[config.mk]
export PLATFORM = sky130hd
export DESIGN_NAME = pulse_meter_flat
export DESIGN_NICKNAME = d
export VERILOG_FILES = /design/src/rtl/pulse_meter_if.sv /design/src/rtl/pulse_meter.sv /design/src/flat_wrapper.sv
export SDC_FILE = /design/constraint.sdc
export NUM_CORES = 1
export LEC_CHECK = 0
export CORE_ASPECT_RATIO = 1.25
export CORE_MARGIN = 2
export CORE_UTILIZATION = 55
export CTS_BUF_LIST = sky130_fd_sc_hd__clkbuf_8 sky130_fd_sc_hd__clkbuf_16
export CTS_CLUSTER_DIAMETER = 60
export DETAILED_ROUTE_END_ITERATION = 7
export PLACE_DENSITY = 0.78
export SYNTH_ARGS = -nofsm -noshare
export SYNTH_HDL_FRONTEND = slang
export SYNTH_SLANG_ARGS = --single-unit
export TNS_END_PERCENT = 5
[constraint.sdc]
create_clock -name clk -period 3.4 [get_ports clk]
set_clock_uncertainty 0.05 [all_clocks]
set_input_delay 1.02 -clock clk [delete_from_list [all_inputs] [get_ports clk]]
set_output_delay 1.02 -clock clk [all_outputs]
set_load 0.005 [all_outputs]
[src/rtl/pulse_meter_if.sv]
// pulse_meter_if: measurement bus of the pulse meter.
//   sig_in    - asynchronous input pin (driven by the source side)
//   clear     - synchronous restart of the measurement
//   period    - cycles between the last two rising edges
//   high_time - high cycles within the last reported period
//   valid     - one-cycle strobe, period/high_time just updated
//   stalled   - no rising edge seen within the timeout
//   level     - synchronised copy of sig_in
// master: the side that drives the pin and reads results.
// slave : the meter itself.
interface pulse_meter_if #(
  parameter int CNT_W = 24
);
  logic             sig_in;
  logic             clear;
  logic [CNT_W-1:0] period;
  logic [CNT_W-1:0] high_time;
  logic             valid;
  logic             stalled;
  logic             level;

  modport master (
    output sig_in, clear,
    input  period, high_time, valid, stalled, level
  );

  modport slave (
    input  sig_in, clear,
    output period, high_time, valid, stalled, level
  );
endinterface

[src/rtl/pulse_meter.sv]
// pulse_meter: measures period and high time of a slow asynchronous square wave.
//   clk  - system clock
//   rst  - asynchronous active-low reset
//   pm   - pulse_meter_if.slave (sig_in/clear in; period/high_time/valid/stalled/level out)
// A three-flop chain synchronises the pin and gives edge detection. A free-running
// saturating counter is restarted on every rising edge; its value at the falling edge
// is the high time, its value at the next rising edge is the period. The first partial
// period after reset, clear or timeout is discarded.
module pulse_meter #(
  parameter int CNT_W   = 24,
  parameter int TIMEOUT = 16_000_000
) (
  input  logic         clk,
  input  logic         rst,
  pulse_meter_if.slave pm
);

  localparam logic [CNT_W-1:0] TMO = CNT_W'(TIMEOUT);
  localparam logic [CNT_W-1:0] ONE = CNT_W'(1);

  typedef enum logic {WAIT_RISE, MEASURE} state_t;

  state_t           state, state_d;
  logic             s1, s2, s3;
  logic [CNT_W-1:0] cnt, cnt_d;
  logic [CNT_W-1:0] hi_lat, hi_lat_d;
  logic [CNT_W-1:0] period_q, period_d;
  logic [CNT_W-1:0] high_q, high_d;
  logic             valid_q, valid_d;
  logic             stalled_q, stalled_d;

  logic rise, fall;
  assign rise = s2 & ~s3;
  assign fall = ~s2 & s3;

  // Synchroniser; s3 is only the edge-detect history.
  always_ff @(posedge clk or negedge rst) begin
    if (!rst) begin
      s1 <= 1'b0;
      s2 <= 1'b0;
      s3 <= 1'b0;
    end else begin
      s1 <= pm.sig_in;
      s2 <= s1;
      s3 <= s2;
    end
  end

  // State and measurement registers.
  always_ff @(posedge clk or negedge rst) begin
    if (!rst) begin
      state     <= WAIT_RISE;
      cnt       <= '0;
      hi_lat    <= '0;
      period_q  <= '0;
      high_q    <= '0;
      valid_q   <= 1'b0;
      stalled_q <= 1'b0;
    end else begin
      state     <= state_d;
      cnt       <= cnt_d;
      hi_lat    <= hi_lat_d;
      period_q  <= period_d;
      high_q    <= high_d;
      valid_q   <= valid_d;
      stalled_q <= stalled_d;
    end
  end

  // Next-state logic. Priority: clear, then rise, then fall/timeout. A rise in the same
  // cycle the counter saturates still reports, so period can equal TIMEOUT exactly.
  always_comb begin
    state_d   = state;
    cnt_d     = (cnt == TMO) ? cnt : cnt + ONE;
    hi_lat_d  = hi_lat;
    period_d  = period_q;
    high_d    = high_q;
    valid_d   = 1'b0;
    stalled_d = stalled_q;

    if (pm.clear) begin
      state_d   = WAIT_RISE;
      cnt_d     = '0;
      hi_lat_d  = '0;
      period_d  = '0;
      high_d    = '0;
      stalled_d = 1'b0;
    end else if (rise) begin
      // Counter restarts at 1: the rise cycle itself is the first cycle of the period.
      cnt_d   = ONE;
      state_d = MEASURE;
      if (state == MEASURE) begin
        period_d  = cnt;
        high_d    = hi_lat;
        valid_d   = 1'b1;
        stalled_d = 1'b0;
      end
    end else begin
      if (fall && state == MEASURE)
        hi_lat_d = cnt;
      // Period and high_time keep their last values; only the stall flag changes.
      if (cnt == TMO) begin
        stalled_d = 1'b1;
        state_d   = WAIT_RISE;
      end
    end
  end

  assign pm.period    = period_q;
  assign pm.high_time = high_q;
  assign pm.valid     = valid_q;
  assign pm.stalled   = stalled_q;
  assign pm.level     = s2;

endmodule

[src/flat_wrapper.sv]
// flat-port wrapper written by rule: the top's interface ports become plain ports
module pulse_meter_flat 
#(
  parameter int CNT_W   = 24,
  parameter int TIMEOUT = 16_000_000
)
  (clk, rst, pm_sig_in, pm_clear, pm_period, pm_high_time, pm_valid, pm_stalled, pm_level);
  pulse_meter_if #(.CNT_W(CNT_W)) pm_i ();
  input  logic clk;
  input  logic rst;
  input wire logic [$bits(pm_i.sig_in)-1:0] pm_sig_in;
  input wire logic [$bits(pm_i.clear)-1:0] pm_clear;
  output wire logic [$bits(pm_i.period)-1:0] pm_period;
  output wire logic [$bits(pm_i.high_time)-1:0] pm_high_time;
  output wire logic [$bits(pm_i.valid)-1:0] pm_valid;
  output wire logic [$bits(pm_i.stalled)-1:0] pm_stalled;
  output wire logic [$bits(pm_i.level)-1:0] pm_level;
  assign pm_i.sig_in = pm_sig_in;
  assign pm_i.clear = pm_clear;
  assign pm_period = pm_i.period;
  assign pm_high_time = pm_i.high_time;
  assign pm_valid = pm_i.valid;
  assign pm_stalled = pm_i.stalled;
  assign pm_level = pm_i.level;
  pulse_meter #(.CNT_W(CNT_W), .TIMEOUT(TIMEOUT)) u_core (.clk(clk), .rst(rst), .pm(pm_i));
endmodule
==> flow_summary.ini <==
[outcome]
status = completed

[critical_path]
cpPeakStageDelay_ns = 0.95
rr_startpoint = u_core.cnt[0]$_DFFE_PN0P_
crit_required_ns = 3.64
timing.rr.end = u_core.cnt[2]$_DFFE_PN0P_
critPathLaunchType = primary input
slowest_stage = a31oi_2
crit_type = primary input to register
cp_max_fo = 24
path_cells = clkdlybuf4s50_1, a31oi_2, a22o_1
worst_ep_arrival_time_ns = 2.89
endpoint = u_core.hi_lat[10]$_DFFE_PN0P_
ff2ff_path_depth = 6
crit_path_end_kind = register
crit_path_start = pm_clear
rrSetupSlack_ns = 0.89

[floorplan]
ios = 55
core_region_area_mm2 = 0.007269
die_h_um = 100
die_x_um = 80.80
dieArea_mm2 = 0.008080
start_util_pct = 55.78
fp-row-count = 35

[global_route]
grt_pass1_wl_um = 14520
grt_pass1_vias = 2816
grt_max_degree = 60
grt_usage_pct = 23.18
overflow = 0
antenna_found_initial = 0

[logic_synthesis]
synth_fp_nets = 327
synth.cell_area_mm2 = 0.004055
syn_inst = 321
ys_ff_latch = 102
synth-edff-count = 0
synth_ff_type = dfrtp_1
yosysWarnings = 0
yosys.cell_types.count = 37
synth_area_per_cell_um2 = 12.63
async_flop_share_pct = 100.0
ys_seq_area_share_pct = 62.94

[pwr]
p_leak_uw = 0.002134
peakVddDrop_uv = 245.8
p_per_area_mw_per_mm2 = 420.7
p_sw_uw = 467.9
p_comb_share_pct = 3.9
intPower_uw = 1599
p_sw_share_pct = 22.64
clkPwrFrac_pct = 36.7
power_frac_seq_pct = 59.4

[sta]
worstMarginPinSlew_ns = 1.155
rsz0062_at_grt = no
whs_ns = 0.3055
slew_headroom_pct = 22.45
min_period_ns = 2.649
hold_violations = 0
finalCritPeriodShare_pct = 77.90
setup_tns_ns = 0
finalSetupViolCount = 0
slew_violations = 0
fin_ws_ns = 0.7515
fmax_mhz = 377.6

[route]
routed_wl_um = 8535
dr.pass1.iters = 4
drc_errors = 0
vias_per_cell = 6.129
drt-wirelength-per-cell_um = 18.39
vias = 2844
ant_nets = 0
drt-initial-drc-count = 292

[cells_and_area]
drive_gt1_share_pct = 7.796
syn_to_final_growth_pct = 21.14
final_cell_area_mm2 = 0.004912
num_antenna_cells = 0
nets = 374
num-fill-cells = 549

[run]
maxCapViolations = 0

[clock_network]
post-cts-setup-buffers = 0
cts_tree = done
h-tree-depth = 3
path_clk_slew_ns = 0.09
cts_hold_buf = 0
clkSinkCount = 102
numCtsBuffers = 9
cts-resized-gates = 0
root_buffer = clkbuf_8
cts_buffer_depth = 2
clock_latency_ns = 0.35

[hold_path]
hp-class = register to register

[place]
dpl_worst_slack_ns = 0.4164
place_congestion = 0.9293
portBuffers = 54
dp_hpwl_um = 5781
place_area_mm2 = 0.004715
-- per-stage QoR --
step / std cells / util [%] / power (µW)
2_1_floorplan: 321 / - / 1283
3_3_place_gp: 449 / 64.85 / 1331
3_5_place_dp: 449 / 64.85 / 1335
4_1_cts: 464 / 67.57 / 2082
5_1_grt: 464 / 67.57 / 2137
6_report: 464 / 67.57 / 2066
-- Yosys cell counts, types with 2 or more instances --
master	count	area share (%)
nand2b_1	2	0.31
a21oi_1	12	1.5
or3_1	7	1.1
nand3_1	8	0.99
dfrtp_1	102	63
xnor2_1	10	2.2
o21ai_0	4	0.49
nor4_1	5	0.77
nor3_1	4	0.49
nand4_1	3	0.46
o31ai_1	7	1.3
or4_1	7	1.3
xor2_1	2	0.43
and3_1	3	0.46
nor2_1	14	1.3
nand2_1	10	0.93
buf_2	3	0.37
a22o_1	71	15
ha_1	2	0.62
nor4b_1	4	0.86
clkbuf_1	20	1.9
inv_1	6	0.56
-- critical path, delay by kind of cell --
family	cells	cell delay (ns)
AO/OA/AOI/OAI	2	1.23
buffers and inverters	1	0.64
-- registers in the layout, summed over array words and instances (netlist names) --
name                 cells
u_core.cnt              24
u_core.hi_lat           24
u_core.pm.high_time     24
u_core.pm.period        24
u_core.pm.level          1
u_core.pm.stalled        1
u_core.pm.valid          1
u_core.s1                1
u_core.s3                1
u_core.state             1
-- layer usage --
metal	vias up	global-route usage (%)	part of all wire [%]
met2	81	34.46	49
met4	0	8.605	1.2
met5	-	0	0
met1	1452	34.26	46
met3	8	4.317	4.2
li1	1303	-	-
-- placed cells by master, fill, tap and decap left out, types with 3 or more instances in the layout --
| cell type | instances |
|---|---|
| dfrtp_1 | 102 |
| a22o_1 | 71 |
| clkdlybuf4s50_1 | 53 |
| nor2_1 | 14 |
| a21oi_1 | 11 |
| nand2_1 | 10 |
| xnor2_1 | 10 |
| clkbuf_8 | 10 |
| nand3_1 | 8 |
| inv_1 | 7 |
| or3_1 | 7 |
| o31ai_1 | 7 |
| or4_1 | 7 |
| nor4_1 | 5 |
| buf_4 | 5 |
| nor4b_1 | 4 |
| o21ai_0 | 4 |
| nor3_1 | 4 |
| and3_1 | 3 |
| nand4_1 | 3 |
-- worst min-delay path by stage --
stage / from / end / slack [ns] / depth (start not counted)
2_1_floorplan: u_core.s1$_DFF_PN0_ / u_core.pm.level$_DFF_PN0_ / 0.28 / 0
3_3_place_gp: u_core.s1$_DFF_PN0_ / u_core.pm.level$_DFF_PN0_ / 0.29 / 0
3_5_place_dp: u_core.s1$_DFF_PN0_ / u_core.pm.level$_DFF_PN0_ / 0.28 / 0
4_1_cts: u_core.s1$_DFF_PN0_ / u_core.pm.level$_DFF_PN0_ / 0.31 / 0
5_1_grt: u_core.s1$_DFF_PN0_ / u_core.pm.level$_DFF_PN0_ / 0.33 / 0
6_report: u_core.s1$_DFF_PN0_ / u_core.pm.level$_DFF_PN0_ / 0.31 / 0
-- final cells by class --
cell class | count | area, µm² | share of cell area (%)
sequential | 102 | 2552 | 51.96
multi-input combinational | 189 | 1416 | 28.83
timing repair buffer | 60 | 608.1 | 12.38
clock buffer | 10 | 137.6 | 2.802
tap | 92 | 115.1 | 2.343
clock inverter | 5 | 60.06 | 1.223
inverter | 6 | 22.52 | 0.4585
-- power by group through the flow --
stage               logic (µW)  registers [µW]  clock network [µW]
floorplan                 35.9            1250                   0
global placement          79.7            1250                   0
detailed placement        82.9            1250                   0
CTS                       83.2            1230                 771
global route              91.8            1230                 816
finish                    81.0            1230                 757
-- cell families (layout without fill, tap and decap cells) --
group                      Yosys count  in the layout  synth area share (%)
AOI/OAI and AO/OA                   99             99                 19.56
xor gates and xnor gates            12             12                 2.592
muxes                                1              1                0.2468
DFF                                102            102                 62.94
adders and majority gates            2              2                0.6170
buffers and inverters               30             81                 3.054
and+or+nand+nor                     75             75                 10.98
Note: power is estimated with default switching activity, not from simulation.
